--- config.mk ---
export PLATFORM = sky130hd
export DESIGN_NAME = montgomery_reduce_pipe
export DESIGN_NICKNAME = d
export VERILOG_FILES = /design/src/rtl/montgomery_reduce_pipe.sv
export SDC_FILE = /design/constraint.sdc
export NUM_CORES = 2
export LEC_CHECK = 0
export CORE_MARGIN = 2
export CORE_UTILIZATION = 55
export DETAILED_ROUTE_END_ITERATION = 8
export GPL_TIMING_DRIVEN = 0
export PLACE_DENSITY_LB_ADDON = 0.25
export SYNTH_ARGS = -nofsm -noshare
export SYNTH_HDL_FRONTEND = slang
export SYNTH_SLANG_ARGS = --single-unit
--- constraint.sdc ---
create_clock -name clk_i -period 9.15 [get_ports clk_i]
set_input_delay 1.3725 -clock clk_i [delete_from_list [all_inputs] [get_ports clk_i]]
set_output_delay 1.3725 -clock clk_i [all_outputs]
set_load 0.01 [all_outputs]
--- src/rtl/montgomery_reduce_pipe.sv ---
// montgomery_reduce_pipe
//   Three-stage pipelined Montgomery reduction: result = x * 2^-K mod m.
//   The modulus m, its negated inverse minv = -m^-1 mod 2^K and the bit
//   length K are loaded at runtime through a config handshake that is only
//   accepted while the pipeline is empty. Operands carry a sideband tag that
//   comes back out with the matching result, in order.
//
// Ports
//   clk_i, rst_ni              clock, asynchronous active-low reset
//   cfg_valid_i / cfg_ready_o  config write handshake (ready = pipeline empty)
//   m_i, minv_i, m_bl_i        modulus (odd), -m^-1 mod 2^K, K in 1..DATA_LENGTH
//   cfg_err_o                  one-cycle pulse after a rejected config write
//   in_valid_i / in_ready_o    operand handshake; x_i < m*2^K, tag_i sideband
//   out_valid_o / out_ready_i  result handshake; result_o in 0..m-1, tag_o
//   busy_o                     any pipeline stage holds valid data
//
// Note: the operand path does not look at cfg_valid_i, so upstream must not
// present an operand in the same cycle as a config write; otherwise stage 1
// would use the old config while stages 2/3 use the new one.
module montgomery_reduce_pipe #(
  parameter int DATA_LENGTH = 32,
  parameter int TAG_WIDTH   = 8
) (
  input  logic                     clk_i,
  input  logic                     rst_ni,
  input  logic                     cfg_valid_i,
  output logic                     cfg_ready_o,
  input  logic [DATA_LENGTH-1:0]   m_i,
  input  logic [DATA_LENGTH-1:0]   minv_i,
  input  logic [DATA_LENGTH-1:0]   m_bl_i,
  output logic                     cfg_err_o,
  input  logic                     in_valid_i,
  output logic                     in_ready_o,
  input  logic [2*DATA_LENGTH-1:0] x_i,
  input  logic [TAG_WIDTH-1:0]     tag_i,
  output logic                     out_valid_o,
  input  logic                     out_ready_i,
  output logic [DATA_LENGTH-1:0]   result_o,
  output logic [TAG_WIDTH-1:0]     tag_o,
  output logic                     busy_o
);

  localparam int KW = $clog2(DATA_LENGTH + 1);
  localparam int XW = 2 * DATA_LENGTH;
  localparam int SW = XW + 1;
  localparam logic [DATA_LENGTH-1:0] MAX_K = DATA_LENGTH'(DATA_LENGTH);

  // Final correction: r < 2m on entry, one conditional subtract brings it into 0..m-1.
  function automatic logic [DATA_LENGTH-1:0] cond_sub(
    input logic [DATA_LENGTH:0]   r,
    input logic [DATA_LENGTH-1:0] m
  );
    logic [DATA_LENGTH:0] m_ext;
    m_ext = {1'b0, m};
    if (r >= m_ext) return DATA_LENGTH'(r - m_ext);
    else            return r[DATA_LENGTH-1:0];
  endfunction

  // Configuration state
  logic [DATA_LENGTH-1:0] m_q;
  logic [DATA_LENGTH-1:0] minv_q;
  logic [KW-1:0]          k_q;
  logic                   cfg_loaded_q;
  logic                   cfg_err_q;

  // Pipeline control and data
  logic                   vld_p1, vld_p2, vld_p3;
  logic                   adv1, adv2, adv3;
  logic [XW-1:0]          x_p1;
  logic [TAG_WIDTH-1:0]   tag_p1;
  logic [DATA_LENGTH-1:0] q_p1;
  logic [SW-1:0]          s_p2;
  logic [TAG_WIDTH-1:0]   tag_p2;
  logic [DATA_LENGTH-1:0] result_p3;
  logic [TAG_WIDTH-1:0]   tag_p3;

  logic                   cfg_fire;
  logic                   cfg_bad;
  logic                   in_fire;
  logic [DATA_LENGTH-1:0] k_mask;
  logic [DATA_LENGTH-1:0] x_lo;
  logic [DATA_LENGTH-1:0] q_next;
  logic [XW-1:0]          qm;
  logic [SW-1:0]          s_next;
  logic [DATA_LENGTH:0]   r_raw;
  logic [DATA_LENGTH-1:0] r_next;

  assign busy_o      = vld_p1 | vld_p2 | vld_p3;
  assign cfg_ready_o = ~busy_o;
  assign cfg_fire    = cfg_valid_i & cfg_ready_o;
  assign cfg_bad     = (m_bl_i == '0) | (m_bl_i > MAX_K) | ~m_i[0];

  assign adv3 = ~vld_p3 | out_ready_i;
  assign adv2 = ~vld_p2 | adv3;
  assign adv1 = ~vld_p1 | adv2;

  assign in_ready_o = cfg_loaded_q & adv1;
  assign in_fire    = in_valid_i & in_ready_o;

  // Shifting all-ones by K = DATA_LENGTH yields zero, so the mask becomes all-ones.
  assign k_mask = ~({DATA_LENGTH{1'b1}} << k_q);

  // Stage 1 combinational: q = (x mod 2^K) * minv mod 2^K
  assign x_lo   = x_i[DATA_LENGTH-1:0] & k_mask;
  assign q_next = DATA_LENGTH'(x_lo * minv_q) & k_mask;

  // Stage 2 combinational: s = x + q*m, kept full width (s < 2*m*2^K)
  assign qm     = {{DATA_LENGTH{1'b0}}, q_p1} * {{DATA_LENGTH{1'b0}}, m_q};
  assign s_next = {1'b0, x_p1} + {1'b0, qm};

  // Stage 3 combinational: s is divisible by 2^K, so the shift is exact and r < 2m
  assign r_raw  = (DATA_LENGTH + 1)'(s_p2 >> k_q);
  assign r_next = cond_sub(r_raw, m_q);

  always_ff @(posedge clk_i or negedge rst_ni) begin
    if (!rst_ni) begin
      m_q          <= '0;
      minv_q       <= '0;
      k_q          <= '0;
      cfg_loaded_q <= 1'b0;
      cfg_err_q    <= 1'b0;
    end else begin
      cfg_err_q <= cfg_fire & cfg_bad;
      if (cfg_fire && !cfg_bad) begin
        m_q          <= m_i;
        minv_q       <= minv_i;
        k_q          <= m_bl_i[KW-1:0];
        cfg_loaded_q <= 1'b1;
      end
    end
  end

  always_ff @(posedge clk_i or negedge rst_ni) begin
    if (!rst_ni) begin
      vld_p1 <= 1'b0;
      vld_p2 <= 1'b0;
      vld_p3 <= 1'b0;
    end else begin
      if (adv1) vld_p1 <= in_fire;
      if (adv2) vld_p2 <= vld_p1;
      if (adv3) vld_p3 <= vld_p2;
    end
  end

  // ---- stage 1 boundary ----
  always_ff @(posedge clk_i) begin
    if (in_fire) begin
      x_p1   <= x_i;
      tag_p1 <= tag_i;
      q_p1   <= q_next;
    end
  end

  // ---- stage 2 boundary ----
  always_ff @(posedge clk_i) begin
    if (adv2 && vld_p1) begin
      s_p2   <= s_next;
      tag_p2 <= tag_p1;
    end
  end

  // ---- stage 3 boundary (drives the outputs, so it has defined reset values) ----
  always_ff @(posedge clk_i or negedge rst_ni) begin
    if (!rst_ni) begin
      result_p3 <= '0;
      tag_p3    <= '0;
    end else if (adv3 && vld_p2) begin
      result_p3 <= r_next;
      tag_p3    <= tag_p2;
    end
  end

  assign out_valid_o = vld_p3;
  assign result_o    = result_p3;
  assign tag_o       = tag_p3;
  assign cfg_err_o   = cfg_err_q;

endmodule

---- Word level (Yosys, flattened, before mapping) ----
Cells that the tools add are included.
word-level totals
  input port bits ......................... 173
  bits in registers ....................... 292
  logic and storage cells ................. 48
  output and inout port bits .............. 45
operators by class
  $add $sub $neg .......................... 2
  shift operators ......................... 2
  magnitude comparators ................... 2
  reductions and logical operators ........ 5
  $mul .................................... 2
  mux-type cells .......................... 1
  bitwise logic cells ..................... 19
operator list
  cell                                                                               count
  64-bit by 64-bit adder with 65-bit output                                          1
  65-bit by 6-bit >> shifter with 33-bit output                                      1
  32-bit bitwise AND                                                                 2
  32-bit by 32-bit multiplier with 64-bit output                                     1
  33-bit by 32-bit greater-or-equal comparator with 1-bit output                     1
  32-bit by 6-bit greater-than comparator with 1-bit output (second input constant)  1
  32-bit zero test                                                                   1
  32-bit by 32-bit multiplier with 32-bit output                                     1
  32-bit two-way mux                                                                 1
  32-bit inverter                                                                    1
  32-bit by 6-bit << shifter with 32-bit output (first input constant)               1
  32-bit subtractor                                                                  1
  1-bit OR                                                                           7
  1-bit inverter                                                                     5
  1-bit bitwise AND                                                                  4
  1-bit logical AND                                                                  3
  1-bit zero test                                                                    1

---- Longest topological paths before layout ----
  word-level depth ........................ 6
  mapped depth ............................ 33
  gate-level depth less buffers ........... 30

---- Worst setup path before layout ----
Ideal clock, no wire load.
  kind .................................... input-to-reg
  from .................................... input x_i[17]
  to ...................................... register q_p1[31], data pin
  cell stages on the path ................. 26
  arrival ................................. 7.894 ns
  path buffers ............................ 1
  path slack .............................. 1.000 ns
  library setup time ...................... 0.255 ns
  data required time ...................... 8.895 ns
  cells stage by stage .................... nor2b_1 clkbuf_1 nand2_1 fa_1 inv_1 fa_1 fa_1 inv_1 fa_1 inv_1 fa_1 fa_1 fa_1 fa_1 ha_1 and2_1 a221o_1 a21oi_1 o21ai_0 a21oi_1 o21ai_0 nand2b_1 a21boi_0 o21a_1 nor3_1 and3b_1
between the ends
  longest elaborated chain between the ends .. 3
RTL lines
  item                                            line  source
  from (decl)                                     34    input logic [2*DATA_LENGTH-1:0] x_i,
  32-bit bitwise AND                              104   assign x_lo = x_i[DATA_LENGTH-1:0] & k_mask;
  32-bit by 32-bit multiplier with 32-bit output  105   assign q_next = DATA_LENGTH'(x_lo * minv_q) & k_mask;
  32-bit bitwise AND                              105
  named net q_next[31]                            82    logic [DATA_LENGTH-1:0] q_next;
  to (signal assigned)                            150   q_p1 <= q_next;
  to (decl)                                       71    logic [DATA_LENGTH-1:0] q_p1;
The timed path passes the listed nets, and every way through them passes these cells.
A chain may end at the register's enable or synchronous reset.

---- Worst setup path in the final report ----
  from .................................... register q_p1[0]
  to ...................................... register s_p2[63], data pin
between the ends
  longest elaborated chain between the ends .. 2
RTL lines
  item                                            line  source
  32-bit by 32-bit multiplier with 64-bit output  108   assign qm = {{DATA_LENGTH{1'b0}}, q_p1} * {{DATA_LENGTH{1'b0}}, m_q};
  64-bit by 64-bit adder with 65-bit output       109   assign s_next = {1'b0, x_p1} + {1'b0, qm};
  named net s_next[63]                            84    logic [SW-1:0] s_next;
  to (signal assigned)                            157   s_p2 <= s_next;
  to (decl)                                       72    logic [SW-1:0] s_p2;
The timed path passes the listed nets, and every way through them passes these cells.

==> impl_metrics.prom <==
# TYPE chip_impl_metric gauge
chip_impl_metric{name="wirelength",unit="µm"} 265000
chip_impl_metric{name="grt.overflow.total",unit=""} 0
chip_impl_metric{name="area_of_the_core_region",unit="µm²"} 118000
chip_impl_metric{name="grt_antenna_before_repair",unit=""} 39
chip_impl_info{name="worstSetupStartpointType",value="flop"} 1
chip_impl_metric{name="max_slew_violation_count",unit=""} 0
chip_impl_info{name="critPathKind",value="flop to flop"} 1
chip_impl_metric{name="final_layout_size_suffix_gt1_share",unit="%"} 7.59
chip_impl_metric{name="io_pins",unit=""} 218
chip_impl_info{name="kind_of_end_point_of_the_critical_path",value="flop"} 1
chip_impl_metric{name="cts_num_sinks",unit=""} 292
chip_impl_metric{name="clock_power_share",unit="%"} 51.8
chip_impl_metric{name="peak_supply_drop",unit="V"} 0.000128
chip_impl_metric{name="synth.yosys.warnings",unit=""} 0
chip_impl_metric{name="count_of_flip_flops_with_a_built_in_enable_after_synthesis",unit=""} 177
chip_impl_metric{name="ctsLongestPathBuffers",unit=""} 3
chip_impl_metric{name="route.antenna.remaining_nets",unit=""} 0
chip_impl_metric{name="worst_path_largest_cell_delay",unit="ps"} 1000
chip_impl_metric{name="final_cycle_utilization_of_the_critical_path",unit="%"} 100
chip_impl_metric{name="dpl_worst_slack",unit="ps"} -1520
chip_impl_metric{name="postPlaceCellArea",unit="µm²"} 69500
chip_impl_metric{name="vias_in_the_first_global_route",unit=""} 54147
chip_impl_metric{name="place_congestion",unit=""} 1.03
chip_impl_metric{name="number_of_detailed_route_iterations_in_the_first_pass",unit=""} 8
chip_impl_metric{name="p_switching",unit="µW"} 751
chip_impl_info{name="cpMostUsedCell",value="fa_1"} 1
chip_impl_metric{name="die_width",unit="µm"} 348
chip_impl_metric{name="timing.critical_path.arrival",unit="ps"} 9610
chip_impl_metric{name="synth_fp_nets",unit=""} 8918
chip_impl_info{name="most_used_standard_cell_by_instance_count_after_synthesis",value="inv_1"} 1
chip_impl_metric{name="power_frac_comb",unit="%"} 3.8
chip_impl_metric{name="final.hold.worst_slack",unit="ps"} 419
chip_impl_metric{name="cts_hold_repair.buffers",unit=""} 0
chip_impl_metric{name="final_hold_viol_count",unit=""} 0
chip_impl_metric{name="synthArstFlopShare",unit="%"} 39.4
chip_impl_metric{name="clock_insertion_delay_at_the_later_pin_of_the_skew_report",unit="ps"} 660
chip_impl_info{name="cts_tree",value="built"} 1
chip_impl_info{name="critical-path-slowest-cell",value="clkbuf_1"} 1
chip_impl_metric{name="place.detailed.hpwl",unit="µm"} 218000
chip_impl_metric{name="residual_drc_count",unit=""} 0
chip_impl_info{name="outcome",value="finished, violations left"} 1
chip_impl_metric{name="htreeDepth",unit=""} 2
chip_impl_metric{name="switching_share",unit="%"} 24.0
chip_impl_metric{name="netlist-cell-type-count",unit=""} 86
chip_impl_metric{name="sequential_area_share_after_synthesis",unit="%"} 12.6
chip_impl_metric{name="io_buffer_count",unit=""} 217
chip_impl_metric{name="tightestPinTransition",unit="ps"} 1310
chip_impl_info{name="netlist_top_cells_area",value="fa_1 (42%), inv_1 (8.5%), edfxtp_1 (8.1%)"} 1
chip_impl_metric{name="floorplan.die.height",unit="µm"} 348
chip_impl_metric{name="path_max_fanout",unit=""} 10
chip_impl_metric{name="postSynthCellCount",unit=""} 6972
chip_impl_metric{name="timing.setup.tns",unit="ps"} -45.6
chip_impl_metric{name="tritoncts.num_buffers",unit=""} 38
chip_impl_info{name="postSynth.topFlopCell",value="edfxtp_1"} 1
chip_impl_metric{name="effective_utilization_at_floorplan",unit="%"} 55.3
chip_impl_metric{name="vias_per_cell",unit=""} 6.00
chip_impl_metric{name="setup_slack",unit="ps"} -45.6
chip_impl_metric{name="placement_rows",unit=""} 126
chip_impl_metric{name="stdcell_area",unit="µm²"} 71800
chip_impl_info{name="violations",value="negative setup slack"} 1
chip_impl_metric{name="min_period",unit="ps"} 9200
chip_impl_metric{name="worst-endpoint-required",unit="ps"} 9560
chip_impl_metric{name="synthesis.area_per_instance",unit="µm²"} 9.36
chip_impl_metric{name="post-synth-top-area-fraction",unit="%"} 42.0
chip_impl_metric{name="ff_latch_count_synth",unit=""} 292
chip_impl_metric{name="routed_vias",unit=""} 52978
chip_impl_metric{name="fin_skew",unit="ps"} 36.9
chip_impl_info{name="cts.root.buffer_cell",value="clkbuf_16"} 1
chip_impl_metric{name="finalSetupViolCount",unit=""} 1
chip_impl_metric{name="cellInternalPower",unit="µW"} 2380
chip_impl_metric{name="pwr_density_cell",unit="nW/µm²"} 43.7
chip_impl_metric{name="fp.dieArea",unit="µm²"} 121000
chip_impl_metric{name="nets",unit=""} 9180
chip_impl_metric{name="grt_first_pass_wirelength",unit="µm"} 377000
chip_impl_metric{name="max_frequency",unit="MHz"} 109
chip_impl_metric{name="gr-usage-all-layers",unit="%"} 44.4
chip_impl_info{name="rsz_0062_raised_after_global_routing",value="true"} 1
chip_impl_metric{name="areaGrowthSynthToFinish",unit="%"} 10.0
chip_impl_metric{name="share_seq_of_total_power",unit="%"} 44.4
chip_impl_metric{name="synth_area",unit="µm²"} 65200
chip_impl_info{name="dominant_cell_type_by_area_after_synthesis",value="fa_1"} 1
chip_impl_info{name="hold_path_class",value="flop to flop"} 1
chip_impl_info{name="post_synth_most_frequent_cells",value="inv_1 (1,483), fa_1 (1,370), nand2_1 (1,279)"} 1
chip_impl_metric{name="avgRoutedWirePerCell",unit="µm"} 30.1
chip_impl_metric{name="drt_first_iter_violations",unit=""} 5890
chip_impl_metric{name="largest_net_degree_at_the_start_of_global_routing",unit=""} 78
chip_impl_metric{name="p_leak",unit="µW"} 0.0338
chip_impl_metric{name="timing.slew.headroom",unit="%"} 12.5
chip_impl_metric{name="cap_violations",unit=""} 0
chip_impl_metric{name="clkSlewWorstSetupHoldPaths",unit="ps"} 60
flip-flops by register name, summed over array words and instances, names as in the netlist:
register,cells
tag_o,8
cfg_err_o,1
out_valid_o,1
vld_p2,1
q_p1,32
cfg_loaded_q,1
tag_p1,8
minv_q,32
vld_p1,1
tag_p2,8
x_p1,64
k_q,6
s_p2,65
m_q,32
result_o,32
power by group through the flow:
stage          sequential (µW)  combinational [µW]  clock [µW]
6_report                  1390                 118        1620
5_1_grt                   1390                 122        1680
4_1_cts                   1390                 115        1650
3_5_place_dp              1420                 114           0
3_3_place_gp              1420                 111           0
2_1_floorplan             1420                4.33           0
metal layers:
layer	up-vias	global-route usage [%]	share of wire, %
met5	-	0.320	0.039
met3	820	13.9	13
met1	27158	58.6	37
met2	3497	63.4	42
met4	12	28.8	7.8
li1	21491	-	-
critical path, delay by kind of cell (launching register included):
family	cells	cell delay, ps
compound gates	6	1490
simple gates	5	1250
buf+inv	5	1220
xor+xnor	1	360
fa+ha+maj	9	4050
flops	1	530
final cells by class:
type / count / area, µm²
clock inverters: 17 / 180
fillers: 10378 / 46200
inverters: 1484 / 5580
repair buffers: 248 / 2600
clock buffers: 53 / 1120
well taps: 1536 / 1920
multi-input cells: 4789 / 50100
diodes: 24 / 60.1
flip-flops and latches: 292 / 8240
plain buffers: 381 / 1950
final timing paths:
| kind | from | endpoint | slack, ps | cells past startpoint |
|---|---|---|---|---|
| max | q_p1[0]$_DFFE_PP_ | s_p2[63]$_DFFE_PP_ | -50 | 26 |
| min | tag_p1[6]$_DFFE_PP_ | tag_p2[6]$_DFFE_PP_ | 420 | 0 |
| max reg2reg | q_p1[0]$_DFFE_PP_ | s_p2[63]$_DFFE_PP_ | -50 | 26 |
| min reg2reg | tag_p1[6]$_DFFE_PP_ | tag_p2[6]$_DFFE_PP_ | 420 | 0 |
| max in group asynchronous | rst_ni | m_q[10]$_DFFE_PN0P_ | 7580 | 2 |
| min in group asynchronous | rst_ni | minv_q[16]$_DFFE_PN0P_ | 660 | 1 |
layout by cell type, fill, tap and decap left out, types with 87 or more instances in the layout:
master	Yosys	final
inv_1	1483	1482
fa_1	1370	1370
nand2_1	1279	1279
and2_1	479	479
ha_1	403	403
clkdlybuf4s50_1	0	209
edfxtp_1	177	177
a21oi_1	148	147
nor2_1	144	143
clkbuf_1	351	130
clkbuf_2	0	111
xnor2_1	117	111
o21ai_0	96	94
dfrtp_1	115	87
through the flow:
step | utilization, % | cells | total power [µW]
after floorplan | - | 6972 | 1420
final | 60.9 | 8824 | 3130
after CTS | 60.3 | 8783 | 3150
after detailed placement | 58.9 | 8729 | 1530
after global placement | 58.8 | 8725 | 1530
after global routing | 60.8 | 8808 | 3190
cells by family (layout without fill, tap and decap cells):
group,count (synthesis),after routing,synth area share (%)
other cells,0,24,0
flops,292,292,12.6
fa+ha+maj,1773,1773,49.8
xor+xnor,168,168,2.31
simple gates,2130,2130,14.9
compound gates,518,518,5.14
buf+inv,1891,2183,11.0
mux,200,200,4.29
repair_timing:
action | CTS | global route
gates resized for setup | 203 | 338
pin swaps | 0 | 1
setup buffers | 3 | 24
endpoints found under the setup margin | 42 | 32
hold endpoints to repair | 0 | 0
No activity file was read; power rests on OpenSTA's default activity.
